--- src/rtl/uart_pkg.sv ---
`default_nettype none
// ============================================================================
// Module      : uart_pkg
// Description : Shared UART types, constants and the baud divisor helper.
//               The PARITY state exists only when UART_RX_PARITY_EN is defined.
// Revision    : 1.0 - initial release
// ============================================================================
package uart_pkg;

  localparam int DATA_BITS = 8;

  typedef enum logic [2:0] {
    ST_IDLE   = 3'd0,
    ST_START  = 3'd1,
    ST_DATA   = 3'd2,
`ifdef UART_RX_PARITY_EN
    ST_PARITY = 3'd3,
`endif
    ST_STOP   = 3'd4,
    ST_BREAK  = 3'd5
  } rx_state_t;

  // Clock cycles per oversample tick, integer division.
  function automatic int calc_div(input int clk_freq, input int baud, input int oversample);
    return clk_freq / (baud * oversample);
  endfunction

endpackage
`default_nettype wire

--- src/rtl/baud_tick_gen.sv ---
`default_nettype none
// ============================================================================
// Module      : baud_tick_gen
// Description : Free-running one-cycle tick every DIV clocks, with a
//               synchronous clear that restarts the count from zero.
// Revision    : 1.0 - initial release
// ============================================================================
module baud_tick_gen #(
  parameter int DIV = 10
) (
  input  logic clk,
  input  logic rst_n,
  input  logic clr,
  output logic tick
);

  localparam int            CW    = (DIV > 1) ? $clog2(DIV) : 1;
  localparam logic [CW-1:0] C_TOP = CW'(DIV - 1);

  logic [CW-1:0] cnt_q;
  logic [CW-1:0] cnt_d;

  // Next count: clear wins, otherwise wrap at DIV-1.
  always_comb begin
    cnt_d = cnt_q;
    if (clr) begin
      cnt_d = '0;
    end else if (cnt_q == C_TOP) begin
      cnt_d = '0;
    end else begin
      cnt_d = cnt_q + 1'b1;
    end
  end

  // Counter register.
  always_ff @(posedge clk) begin
    if (!rst_n) begin
      cnt_q <= '0;
    end else begin
      cnt_q <= cnt_d;
    end
  end

  assign tick = (cnt_q == C_TOP);

endmodule
`default_nettype wire

--- src/rtl/uart_rx_deserializer.sv ---
`default_nettype none
// ============================================================================
// Module      : uart_rx_deserializer
// Description : Oversampling UART receiver, 8 data bits LSB first, 1 stop bit.
//               Define UART_RX_PARITY_EN for an even-parity bit and the
//               parity_err strobe.
// Revision    : 1.0 - initial release
// ============================================================================
module uart_rx_deserializer
  import uart_pkg::*;
#(
  parameter int CLK_FREQ   = 50_000_000,
  parameter int BAUD       = 19_200,
  parameter int OVERSAMPLE = 16
) (
  input  logic       clk,
  input  logic       rst_n,
  input  logic       i_Rx,
  output logic [7:0] dout,
  output logic       rx_done_tick,
  output logic       frame_err_tick,
  output logic       busy
`ifdef UART_RX_PARITY_EN
  ,
  output logic       parity_err
`endif
);

  localparam int DIV = calc_div(CLK_FREQ, BAUD, OVERSAMPLE);
  localparam int SW  = $clog2(OVERSAMPLE);
  localparam int BW  = $clog2(DATA_BITS);

  localparam logic [SW-1:0] C_MID      = SW'(OVERSAMPLE / 2 - 1);
  localparam logic [SW-1:0] C_LAST     = SW'(OVERSAMPLE - 1);
  localparam logic [BW-1:0] C_LAST_BIT = BW'(DATA_BITS - 1);

  // Synchronizer plus one history flop for falling-edge detection.
  logic sync1_q;
  logic sync2_q;
  logic prev_q;
  logic rx_s;
  logic w_fall;
  logic w_clr;
  logic w_tick;

  rx_state_t               state_q;
  logic [SW-1:0]           s_cnt_q;
  logic [BW-1:0]           bit_cnt_q;
  logic [DATA_BITS-1:0]    shift_q;
  logic [DATA_BITS-1:0]    dout_q;
  logic                    done_q;
  logic                    ferr_q;
`ifdef UART_RX_PARITY_EN
  logic                    par_q;
  logic                    perr_q;
`endif

  // Two-flop synchronizer on the async line, idle-high after reset.
  always_ff @(posedge clk) begin
    if (!rst_n) begin
      sync1_q <= 1'b1;
      sync2_q <= 1'b1;
      prev_q  <= 1'b1;
    end else begin
      sync1_q <= i_Rx;
      sync2_q <= sync1_q;
      prev_q  <= sync2_q;
    end
  end

  assign rx_s   = sync2_q;
  assign w_fall = prev_q & ~rx_s;
  // Restart the tick phase at the start-bit edge so sampling is centred.
  assign w_clr  = (state_q == ST_IDLE) && w_fall;

  baud_tick_gen #(
    .DIV (DIV)
  ) u_tick (
    .clk   (clk),
    .rst_n (rst_n),
    .clr   (w_clr),
    .tick  (w_tick)
  );

  // Receive state machine with registered data and strobe outputs.
  always_ff @(posedge clk) begin
    if (!rst_n) begin
      state_q   <= ST_IDLE;
      s_cnt_q   <= '0;
      bit_cnt_q <= '0;
      shift_q   <= '0;
      dout_q    <= '0;
      done_q    <= 1'b0;
      ferr_q    <= 1'b0;
`ifdef UART_RX_PARITY_EN
      par_q     <= 1'b0;
      perr_q    <= 1'b0;
`endif
    end else begin
      done_q <= 1'b0;
      ferr_q <= 1'b0;
`ifdef UART_RX_PARITY_EN
      perr_q <= 1'b0;
`endif
      case (state_q)
        ST_IDLE: begin
          if (w_fall) begin
            state_q <= ST_START;
            s_cnt_q <= '0;
          end
        end

        ST_START: begin
          if (w_tick) begin
            if (s_cnt_q == C_MID) begin
              s_cnt_q <= '0;
              if (!rx_s) begin
                state_q   <= ST_DATA;
                bit_cnt_q <= '0;
              end else begin
                state_q <= ST_IDLE;
              end
            end else begin
              s_cnt_q <= s_cnt_q + 1'b1;
            end
          end
        end

        ST_DATA: begin
          if (w_tick) begin
            if (s_cnt_q == C_LAST) begin
              s_cnt_q <= '0;
              shift_q <= {rx_s, shift_q[DATA_BITS-1:1]};
              if (bit_cnt_q == C_LAST_BIT) begin
`ifdef UART_RX_PARITY_EN
                state_q <= ST_PARITY;
`else
                state_q <= ST_STOP;
`endif
              end else begin
                bit_cnt_q <= bit_cnt_q + 1'b1;
              end
            end else begin
              s_cnt_q <= s_cnt_q + 1'b1;
            end
          end
        end

`ifdef UART_RX_PARITY_EN
        ST_PARITY: begin
          if (w_tick) begin
            if (s_cnt_q == C_LAST) begin
              s_cnt_q <= '0;
              par_q   <= rx_s;
              state_q <= ST_STOP;
            end else begin
              s_cnt_q <= s_cnt_q + 1'b1;
            end
          end
        end
`endif

        ST_STOP: begin
          if (w_tick) begin
            if (s_cnt_q == C_LAST) begin
              s_cnt_q <= '0;
              if (rx_s) begin
                state_q <= ST_IDLE;
`ifdef UART_RX_PARITY_EN
                // Even parity: data bits xor parity bit must be zero.
                if ((^shift_q) ^ par_q) begin
                  perr_q <= 1'b1;
                end else begin
                  dout_q <= shift_q;
                  done_q <= 1'b1;
                end
`else
                dout_q <= shift_q;
                done_q <= 1'b1;
`endif
              end else begin
                ferr_q  <= 1'b1;
                state_q <= ST_BREAK;
              end
            end else begin
              s_cnt_q <= s_cnt_q + 1'b1;
            end
          end
        end

        ST_BREAK: begin
          // Line must return high before a new start bit is accepted.
          if (rx_s) begin
            state_q <= ST_IDLE;
          end
        end

        default: begin
          state_q <= ST_IDLE;
        end
      endcase
    end
  end

  assign dout           = dout_q;
  assign rx_done_tick   = done_q;
  assign frame_err_tick = ferr_q;
  assign busy           = (state_q != ST_IDLE);
`ifdef UART_RX_PARITY_EN
  assign parity_err     = perr_q;
`endif

endmodule
`default_nettype wire

--- config.mk ---
export PLATFORM = sky130hd
export DESIGN_NAME = uart_rx_deserializer
export DESIGN_NICKNAME = d
export VERILOG_FILES = /design/src/rtl/uart_pkg.sv /design/src/rtl/baud_tick_gen.sv /design/src/rtl/uart_rx_deserializer.sv
export SDC_FILE = /design/constraint.sdc
export NUM_CORES = 1
export LEC_CHECK = 0
export CAP_MARGIN = 25
export CORE_AREA = 2 2 62 64
export CTS_CLUSTER_DIAMETER = 100
export CTS_CLUSTER_SIZE = 28
export DETAILED_ROUTE_END_ITERATION = 10
export DIE_AREA = 0 0 64 66
export GPL_TIMING_DRIVEN = 0
export MAX_ROUTING_LAYER = met4
export PLACE_DENSITY = 0.72
export SYNTH_ARGS = -nofsm -noshare
export SYNTH_HDL_FRONTEND = slang
export SYNTH_SLANG_ARGS = --single-unit
--- constraint.sdc ---
create_clock -name clk -period 1.8 [get_ports clk]
set_input_delay 0.36 -clock clk [delete_from_list [all_inputs] [get_ports clk]]
set_output_delay 0.36 -clock clk [all_outputs]
set_load 0.05 [all_outputs]
# After elaboration in Yosys (flattened, before gate mapping)

Index checks and enable logic that the tools add are counted.

Register bits after elaboration: 39
Output and inout bits: 11
Logic and storage cells: 77

Add/sub/neg operators: 3
Equality and inequality tests: 20
Muxes and demuxes: 27
Bitwise gates (word level): 3
Reductions and logical operators: 13

Operator list:

| cell                  | number |
|---|---|
| $mux W3               | 16 |
| $mux W4               | 5 |
| $ne A2 B2 Y1 const B  | 8 |
| $pmux W3 S5           | 1 |
| $pmux W4 S3           | 1 |
| $reduce_and A4 Y1     | 3 |
| $eq A3 B3 Y1 const B  | 3 |
| $reduce_and A9 Y1     | 1 |
| $add A8 B1 Y8 const B | 1 |
| $eq A8 B8 Y1 const B  | 1 |
| $ne A2 B1 Y1 const B  | 4 |
| $reduce_and A7 Y1     | 1 |
| $pmux W3 S2           | 1 |
| $reduce_bool A3 Y1    | 2 |
| $add A4 B1 Y4 const B | 1 |
| $eq A4 B3 Y1 const B  | 1 |
| $eq A4 B4 Y1 const B  | 1 |
| $add A3 B1 Y3 const B | 1 |
| $eq A3 B1 Y1 const B  | 1 |
| $eq A3 B2 Y1 const B  | 1 |
| $logic_not A3 Y1      | 1 |
| $reduce_and A3 Y1     | 1 |
| $reduce_or A3 Y1      | 1 |
| $mux W1               | 2 |
| 6 further kinds       | 7 |

# Depth between registers and ports, before layout

Gate-level depths: netlist of run 1.

Word-level depth: 5
Mapped depth: 8
Gate-level depth less buffers: 7

# Hierarchy

A second synthesis of run 1 with hierarchy kept.

Cell total of the unflattened synthesis: 203
Area total of the unflattened synthesis: 1846.8 µm²

Modules (own cells, without submodules):

| module               | instances | cells an instance | area each (µm²) |
|---|---|---|---|
| uart_rx_deserializer | 1         | 163               | 1483.9 |
| baud_tick_gen        | 1         | 40                | 362.8 |

# Least setup slack after synthesis of run 1

No wires, ideal clock.

Path kind: flip-flop to flip-flop
Start point: register state_q[0]
End point: register state_q[0]
Setup time: 68 ps
Arrival time: 1940 ps
Setup slack: -208 ps
Cell stages (with the launch flop): 7
Clock period less this slack: 2008 ps
Cell sequence: dfxtp_1 clkbuf_1 or3_1 a21oi_1 a2111o_1 a2111o_1 a21oi_2

Cells in the longest elaborated chain, start to end: 3
Elaborated cells on any way between the ends: 16
Those cells by class: eq/ne: 13; mux: 1; reduce/logical: 2

RTL lines:

| what                                                                 | line                        | source |
|---|---|---|
| from (decl)                                                          | uart_rx_deserializer.sv:46  | `rx_state_t state_q;` |
| from (signal assigned)                                               | uart_rx_deserializer.sv:88  | `state_q <= ST_IDLE;` |
| from (signal assigned)                                               | uart_rx_deserializer.sv:108 | `state_q <= ST_START;` |
| from (signal assigned)                                               | uart_rx_deserializer.sv:118 | `state_q <= ST_DATA;` |
| $eq A3 B1 Y1, or another cell as far along                           | uart_rx_deserializer.sv:105 | `case (state_q)` |
| $ne A2 B1 Y1 (no source line) / $ne A2 B2 Y1 (equally long branches) | n/a                         |  |
| $reduce_and A9 Y1 (no source line)                                   | n/a                         |  |

Parallel ways exist; a longest one is shown, timed or not.
A chain may end at the register's enable or synchronous reset.

# Final worst setup path of run 1

Start point: register u_tick.cnt_q[2]
End point: register state_q[0]

Cells in the longest elaborated chain, start to end: 3
Elaborated cells on any way between the ends: 5
Those cells by class: eq/ne: 4; reduce/logical: 1

RTL lines:

| what                                   | line                | source |
|---|---|---|
| from (decl)                            | baud_tick_gen.sv:20 | `logic [CW-1:0] cnt_q;` |
| from (signal assigned)                 | baud_tick_gen.sv:40 | `cnt_q <= cnt_d;` |
| $eq A8 B8 Y1 (*)                       | baud_tick_gen.sv:44 | `assign tick = (cnt_q == C_TOP);` |
| $ne A2 B1 Y1 (no source line)          | n/a                 |  |
| $reduce_and A9 Y1 (no source line) (*) | n/a                 |  |

Every way passes the cells marked *; elsewhere a longest branch is shown, timed or not.

==> implementation parameters, run 1 <==
Parameter                              Value

Run status
  Outcome    finished, violations left
  Violations in the final reports    negative setup slack

Critical path
  Number of buffers and inverters on the critical path    0
  Cell family contributing the most delay on the critical path    compound AO/OA/AOI/OAI gates
  Highest-delay cell along the critical path    a2111o_1
  Data required time of the worst path    2090 ps
  Data arrival at the endpoint of the critical path    2240 ps
  Worst-path fanout max    2
  Startpoint kind of the worst setup timing path    flop
  Worst stage delay on the critical path    410 ps
  Nature of the critical path endpoint    flop
  Category of the most critical setup path    reg -> reg
  Series of cell instances along the critical path    or3_4 -> or2_1 -> a2111o_1 -> a2111o_1 -> a21oi_2
  Worst path most repeated cell    a2111o_1

Route
  WL/cell    13.7 um
  Number of nets with antenna violations after detailed routing    0
  Detailed Route Iter0 Violations    103
  Post-Route WL    3.57 mm
  Via/cell ratio    5.35
  First-pass iteration count of the detailed router    4
  DRC viols    0
  Via total after detailed routing    1,391

STA
  Number of pins exceeding their max-slew limit in the final report    0
  Maximum clock skew at final layout    15.4 ps
  Hold violation total from the final report    0
  RSZ-0062 raised after global routing    true
  Final setup fails    14
  Worst Tran Pin Value    503 ps
  Max-slew headroom at the worst pin    66.4%
  Post-route fraction of the period consumed by the critical path    108%
  Post-layout minimum cycle time    1950 ps
  Max Fclk    0.514 GHz
  Worst-case setup margin in the final layout    -147 ps
  Worst hold slack    378 ps

Clocking
  CTS tree    built
  Maximum buffer depth of the clock tree    2
  TritonCTS sink count    39
  Clock Tree Root    clkbuf_4
  Clock buffers created by TritonCTS    5
  Clock latency of the later-clocked register in the worst-skew pair    350 ps
  H-tree depth    2
  Clock slew at reported path FFs    130 ps

Die
  Core ar.    3550 um2
  Starting utilization of the core area    48.2%
  Die span in x    64 um
  Top Ports    14
  Vertical extent of the die    66 um
  Cell row count    22
  Area of the die    4220 um2

Global route
  Total overflow reported by the global router    0
  Antenna violations before repair    0
  Vias in the first global route    1,272
  Wire length of the first global-routing pass    5.64 mm
  Maximum number of pins on one net before global-route repair    13
  Aggregate global-route resource usage    17.7%

Placement
  Placed cell count    240
  HPWL reported at the end of detailed placement    2.31 mm
  # port buffers    12
  Routability congestion estimate    0.901

Synth
  Total standard cell area after synthesis    1710 um2
  EDFF count, synth    0
  Number of instances in the synthesized netlist    180
  Post-synthesis async set-or-reset flop share    0%
  Sequential-to-total area share from yosys stat    45.6%
  Synth Net Count    188
  Synth Flop Type    dfxtp_1
  Mean post-synth cell area    9.50 um2
  Register bit total from synthesis    39
  Count of warnings emitted by yosys    0
  Post-synthesis cell type count    41

Layout
  Non-filler instance count after layout    260
  Final antenna diode count    0
  Final core occ    60.9%
  Relative area change from synthesis to final layout    26.3%
  # nets final    219
  Share of final-layout standard cells stronger than drive strength 1    25.5%
  Fillers    309

Job
  Max_cap viols    0

Min path
  Worst hold path class    in -> reg

Power
  Cell Pwr Density    769 nW/um2
  Worst ir drop on vdd    0.000628 V
  Lkg Pwr    0.880 nW
-- placed cells by master, fill, tap and decap left out, types with 3 or more instances in the layout --
cell type       n
dfxtp_1        31
nor2_1         21
mux2i_1        16
nand2_1        13
buf_4          12
dlygate4sd2_1  10
nor2b_1         8
dfxtp_2         8
inv_1           5
clkbuf_1        5
xnor2_1         5
nand3_1         5
clkbuf_4        5
nand3_2         4
buf_6           3
or3_4           3
nand3b_1        3
nand2b_1        3
o22ai_1         3
and3_1          3
o21ai_0         3
xor2_1          3
-- repair_timing --
item	4_1_cts	5_1_grt
gates resized for setup	28	23
buffers inserted	7	7
hold buffers	0	0
pin swaps	4	12
endpoints found under the setup margin	35	27
-- power breakdown --
part | internal, W | switching, W | leakage [nW]
registers | 0.000884 | 0.0000284 | 0.319
clock network | 0.000151 | 0.000286 | 0.0282
logic | 0.000144 | 0.000168 | 0.533
total | 0.00118 | 0.000482 | 0.880
-- synth_stat cells, types with 2 or more instances --
library cell / n / area [um2]
nand2_1: 13 / 48.8
xnor2_1: 5 / 43.8
nor2_1: 21 / 78.8
ha_1: 5 / 62.6
nor2b_1: 8 / 50.1
nor3_1: 2 / 10.0
nand2b_1: 3 / 18.8
nor3b_1: 2 / 15.0
and3_1: 3 / 18.8
buf_2: 2 / 10.0
nand3b_1: 3 / 22.5
inv_1: 5 / 18.8
xor2_1: 3 / 26.3
o21a_1: 2 / 15.0
a2111o_1: 2 / 22.5
a21boi_0: 2 / 15.0
nand4b_1: 2 / 17.5
a21oi_1: 2 / 10.0
o22ai_1: 3 / 18.8
o21ai_0: 5 / 25.0
clkbuf_1: 5 / 18.8
dfxtp_1: 39 / 781
or3_1: 2 / 12.5
nand3_1: 9 / 45.0
mux2i_1: 16 / 160
-- cell type report --
class | instances | area (um2) | area share [%]
inverters | 5 | 18.8 | 0.869
plain buffers | 6 | 31.3 | 1.45
multi-input cells | 128 | 976 | 45.2
repair buffers | 26 | 230 | 10.7
clock inverters | 2 | 12.5 | 0.579
well taps | 48 | 60.1 | 2.78
flip-flops and latches | 39 | 791 | 36.6
clock buffers | 6 | 41.3 | 1.91
-- through the flow --
stage | instance area (um2) | setup TNS [ps] | power, W | setup slack (ps)
after floorplan | 1720 | -192 | 0.00109 | -133
after global placement | 1900 | -3190 | 0.00114 | -203
after detailed placement | 1900 | -4100 | 0.00115 | -261
after CTS | 2050 | -1480 | 0.00160 | -178
after global routing | 2160 | -1810 | 0.00175 | -230
final | 2160 | -794 | 0.00166 | -147
-- metal layers --
| metal | routed length (um) | track usage (%) |
|---|---|---|
| met1 | 1520 | 21.1 |
| met2 | 1790 | 27.9 |
| met3 | 167 | 5.28 |
| met4 | 88 | 7.34 |
| met5 | 0 | - |
-- sequential cells by signal, summed over array words and instances, names as in the netlist --
name / flops
bit_cnt_q: 3
dout: 8
frame_err_tick: 1
prev_q: 1
rx_done_tick: 1
rx_s: 1
s_cnt_q: 4
shift_q: 8
state_q: 3
sync1_q: 1
u_tick.cnt_q: 8
-- worst register-to-register path: cells and delay by family (launching register included) --
family,cells,cell delay [ps]
and+or+nand+nor,2,640
DFF,1,340
AOI/OAI and AO/OA,3,920
-- path summary, 6_finish.rpt --
check | end | slack, ps | cells after the start | from
setup / recovery | state_q[0]$_SDFFE_PN0P_ | -150 | 5 | u_tick.cnt_q[2]$_SDFF_PP0_
hold / removal | rx_s$_SDFF_PN1_ | 380 | 2 | rst_n
setup reg to reg | state_q[0]$_SDFFE_PN0P_ | -150 | 5 | u_tick.cnt_q[2]$_SDFF_PP0_
hold reg to reg | rx_s$_SDFF_PN1_ | 420 | 1 | sync1_q$_SDFF_PN1_
-- cells by family after synthesis --
| logic type | after synthesis | synth area share, % |
|---|---|---|
| compound gates | 24 | 10.4 |
| xor+xnor | 8 | 4.10 |
| fa+ha+maj | 5 | 3.66 |
| buf+inv | 13 | 3.44 |
| flops | 39 | 45.6 |
| mux | 16 | 9.36 |
| simple gates | 75 | 23.4 |
(Power assumes the default switching activity.)
==> inputs of run 2 (changes only) <==
- ABC_AREA: not set -> 1
- CORE_AREA: 2 2 62 64 -> 2 2 63 65
- CTS_BUF_LIST: not set -> sky130_fd_sc_hd__clkbuf_8
- DIE_AREA: 0 0 64 66 -> 0 0 65 67
- PLACE_DENSITY: 0.72 -> 0.73
==> implementation parameters, run 2 <==
Parameter                              Value

Run status
  Outcome    complete, no violations

Route
  First-pass iteration count of the detailed router    4 (unchanged)
  Number of nets with antenna violations after detailed routing    0 (unchanged)
  Detailed Route Iter0 Violations    73 (-29%)
  Post-Route WL    3.32 mm (-6.8%)
  Via/cell ratio    4.86 (-9.1%)
  WL/cell    10.8 um (-22%)
  Via total after detailed routing    1,502 (+8.0%)
  DRC viols    0 (unchanged)

Synth
  Post-synthesis async set-or-reset flop share    0% (unchanged)
  Proportion of netlist area held by the largest area contributor    43.5% (-2.2 points)
  EDFF count, synth    0 (unchanged)
  Synth top area cells    dfxtp_1 (43%), nor2_1 (7.3%), nand2_1 (7.1%)
  Sequential-to-total area share from yosys stat    43.5% (-2.2 points)
  Cell type contributing the most total cell area after synthesis    dfxtp_1
  Mean post-synth cell area    7.51 um2 (-21%)
  Most instantiated library cell after synthesis    dfxtp_1
  Cell types with the highest counts after synthesis    dfxtp_1 (39), nor2_1 (35), nand2_1 (34), inv_1 (31), a21oi_1 (23)
  Number of instances in the synthesized netlist    239 (+33%)
  Register bit total from synthesis    39 (unchanged)
  Synth Net Count    247 (+31%)
  Count of warnings emitted by yosys    0 (unchanged)
  Synth Flop Type    dfxtp_1
  Post-synthesis cell type count    28 (-32%)
  Total standard cell area after synthesis    1800 um2 (+5.0%)

Placement
  HPWL reported at the end of detailed placement    2.48 mm (+7.6%)
  Placed cell count    300 (+25%)
  Routability congestion estimate    0.929 (+3.1%)
  # port buffers    13 (+1)
  Area of placed instances    1990 um2 (+4.6%)

Min path
  Endpoint with the worst hold slack    rx_s$_SDFF_PN1_
  Instance count along the most critical hold path    1 (-1)
  Startpoint of the worst hold path    sync1_q$_SDFF_PN1_
  Worst hold path class    reg -> reg

Layout
  Share of final-layout standard cells stronger than drive strength 1    13.0% (-12 points)
  Most common cell after layout, fill and taps aside    dfxtp_1
  Final core occ    58.1% (-2.8 points)
  # nets final    268 (+22%)
  Top library cells by usage in the layout, fill and taps aside    dfxtp_1 (39), nor2_1 (35), nand2_1 (34)
  Final design area excluding fillers    2090 um2 (-3.1%)
  Non-filler instance count after layout    309 (+19%)
  Relative area change from synthesis to final layout    16.6%
  Final antenna diode count    0 (unchanged)

STA
  Max-slew headroom at the worst pin    66.3% (-0.14 points)
  Post-layout minimum cycle time    1740 ps (-211 ps)
  Max Fclk    0.576 GHz (+12%)
  Hold violation total from the final report    0 (unchanged)
  Maximum clock skew at final layout    4.57 ps (-10.8 ps)
  Final setup fails    0 (-14)
  Fin Setup TNS    0 ps (+794 ps)
  Number of pins exceeding their max-slew limit in the final report    0 (unchanged)
  RSZ-0062 raised after global routing    false
  Worst Tran Pin Value    505 ps (+2.41 ps)
  Post-route fraction of the period consumed by the critical path    96.5% (-12 points)

Global route
  Vias in the first global route    1,365 (+7.3%)
  Wire length of the first global-routing pass    5.76 mm (+2.1%)
  Aggregate global-route resource usage    17.7% (about the same)
  Antenna violations before repair    0 (unchanged)
  Maximum number of pins on one net before global-route repair    13 (unchanged)
  Total overflow reported by the global router    0 (unchanged)

Critical path
  Data required time of the worst path    1440 ps (-650 ps)
  Series of cell instances along the critical path    clkdlybuf4s50_1
  Category of the most critical setup path    reg -> out
  Nature of the critical path endpoint    output pin
  Cell family contributing the most delay on the critical path    buffers and inverters
  Startpoint kind of the worst setup timing path    flop
  Worst stage delay on the critical path    790 ps (+380 ps)
  Setup slack, reg-to-reg    190 ps (+340 ps)
  Highest-delay cell along the critical path    clkdlybuf4s50_1
  Worst-path fanout max    1 (-1)
  Critical register-to-register path startpoint    u_tick.cnt_q[0]$_SDFF_PP0_
  Worst-case reg-to-reg path depth    9 (+4)
  Number of buffers and inverters on the critical path    1 (+1)
  Data arrival at the endpoint of the critical path    1380 ps (-860 ps)
  R2R Path End    bit_cnt_q[2]$_SDFFE_PN0P_

Power
  Net switching power of the design    0.00105 W (+120%)
  Lkg Pwr    1.02 nW (+15%)
  Sequential share of power    39.6% (-15 points)
  Cell Pwr Density    1230 nW/um2 (+60%)
  Clock network fraction of total power    21.4% (-4.9 points)
  Switch share    40.9% (+12 points)
  Worst ir drop on vdd    0.000650 V (+3.5%)
  Power share of the combinational group    38.9% (+20 points)
  Internal power component    0.00152 W (+29%)

Clocking
  Maximum buffer depth of the clock tree    2 (unchanged)
  Clock Tree Root    clkbuf_8
  Clock latency of the later-clocked register in the worst-skew pair    280 ps (-70 ps)
  CTS tree    built
  H-tree depth    2 (unchanged)
  Clock slew at reported path FFs    70 ps (-60 ps)
  TritonCTS sink count    39 (unchanged)
  Clock buffers created by TritonCTS    5 (unchanged)

Die
  Die span in x    65 um (+1.6%)
  Vertical extent of the die    67 um (+1.5%)
  Starting utilization of the core area    49.8% (+1.6 points)
  Cell row count    22 (unchanged)
  Area of the die    4360 um2 (+3.1%)
  Top Ports    14 (unchanged)
  Core ar.    3610 um2 (+1.6%)

Job
  Max_cap viols    0 (unchanged)
run 2: cell types whose count changed in the layout (fill, tap and decap cells not counted), moves of 10 or more:
cell           previous run  this run
buf_4                    12         2
o21ai_0                   3        15
nor2_1                   21        35
a21oi_1                   2        23
dlygate4sd2_1            10         0
nand2_1                  13        34
inv_1                     5        32
mux2i_1                  16         0
run 2: repair_timing:
item / CTS / global route
endpoints found under the hold margin: 0 / 0
hold buffers: 0 / 0
resized for setup: 1 / 11
endpoints found under the setup margin: 1 / 12
setup buffers: 0 / 1
run 2: cell families after synthesis:
group | synth area share (%)
and+or+nand+nor | 28.6
buffers and inverters | 8.22
AOI/OAI and AO/OA | 13.8
xor gates and xnor gates | 2.44
DFF | 43.5
adders and majority gates | 3.48
run 2: power by group through the flow:
stage               Sequential, W  Clock (W)  Combinational, W
floorplan                 0.00102          0          0.000837
global placement          0.00103          0          0.000994
detailed placement        0.00104          0           0.00101
CTS                       0.00102   0.000572          0.000998
global route              0.00103   0.000613           0.00114
finish                    0.00102   0.000552           0.00100
run 2: metal layers:
layer  track usage, %  up-vias  wire (um)
met2             28.0       20       1530
met5                -        -          0
met4             7.98        0         57
li1                 -      818          -
met1             21.0      658       1630
met3             4.90        6        108
run 2: worst max path at each step:
stage / from / to / slack [ps] / cells after the start
after floorplan: state_q[1]$_SDFFE_PN0P_ / s_cnt_q[2]$_SDFFE_PN0P_ / 270 / 7
after global placement: state_q[2]$_SDFFE_PN0P_ / busy / 50 / 3
after detailed placement: state_q[2]$_SDFFE_PN0P_ / busy / 50 / 3
after CTS: state_q[2]$_SDFFE_PN0P_ / busy / 1 / 3
after global routing: u_tick.cnt_q[0]$_SDFF_PP0_ / bit_cnt_q[2]$_SDFFE_PN0P_ / 10 / 9
final: frame_err_tick$_SDFF_PN0_ / frame_err_tick / 60 / 1
run 2: layout make-up:
| type | instances | area, um2 |
|---|---|---|
| Buffer | 2 | 11.3 |
| Clock buffer | 5 | 68.8 |
| Clock inverter | 3 | 16.3 |
| Fill cell | 339 | 1510 |
| Inverter | 36 | 136 |
| Multi-Input combinational cell | 162 | 867 |
| Sequential cell | 39 | 781 |
| Tap cell | 48 | 60.1 |
| Timing Repair Buffer | 14 | 153 |
run 2: metrics by stage:
| stage | power (W) | hold WS, ps | setup slack, ps |
|---|---|---|---|
| floorplan | 0.00186 | 393 | 270 |
| global placement | 0.00203 | 395 | 50.0 |
| detailed placement | 0.00205 | 401 | 46.8 |
| CTS | 0.00259 | 421 | 1.43 |
| global route | 0.00278 | 444 | 13.5 |
| finish | 0.00257 | 421 | 63.5 |
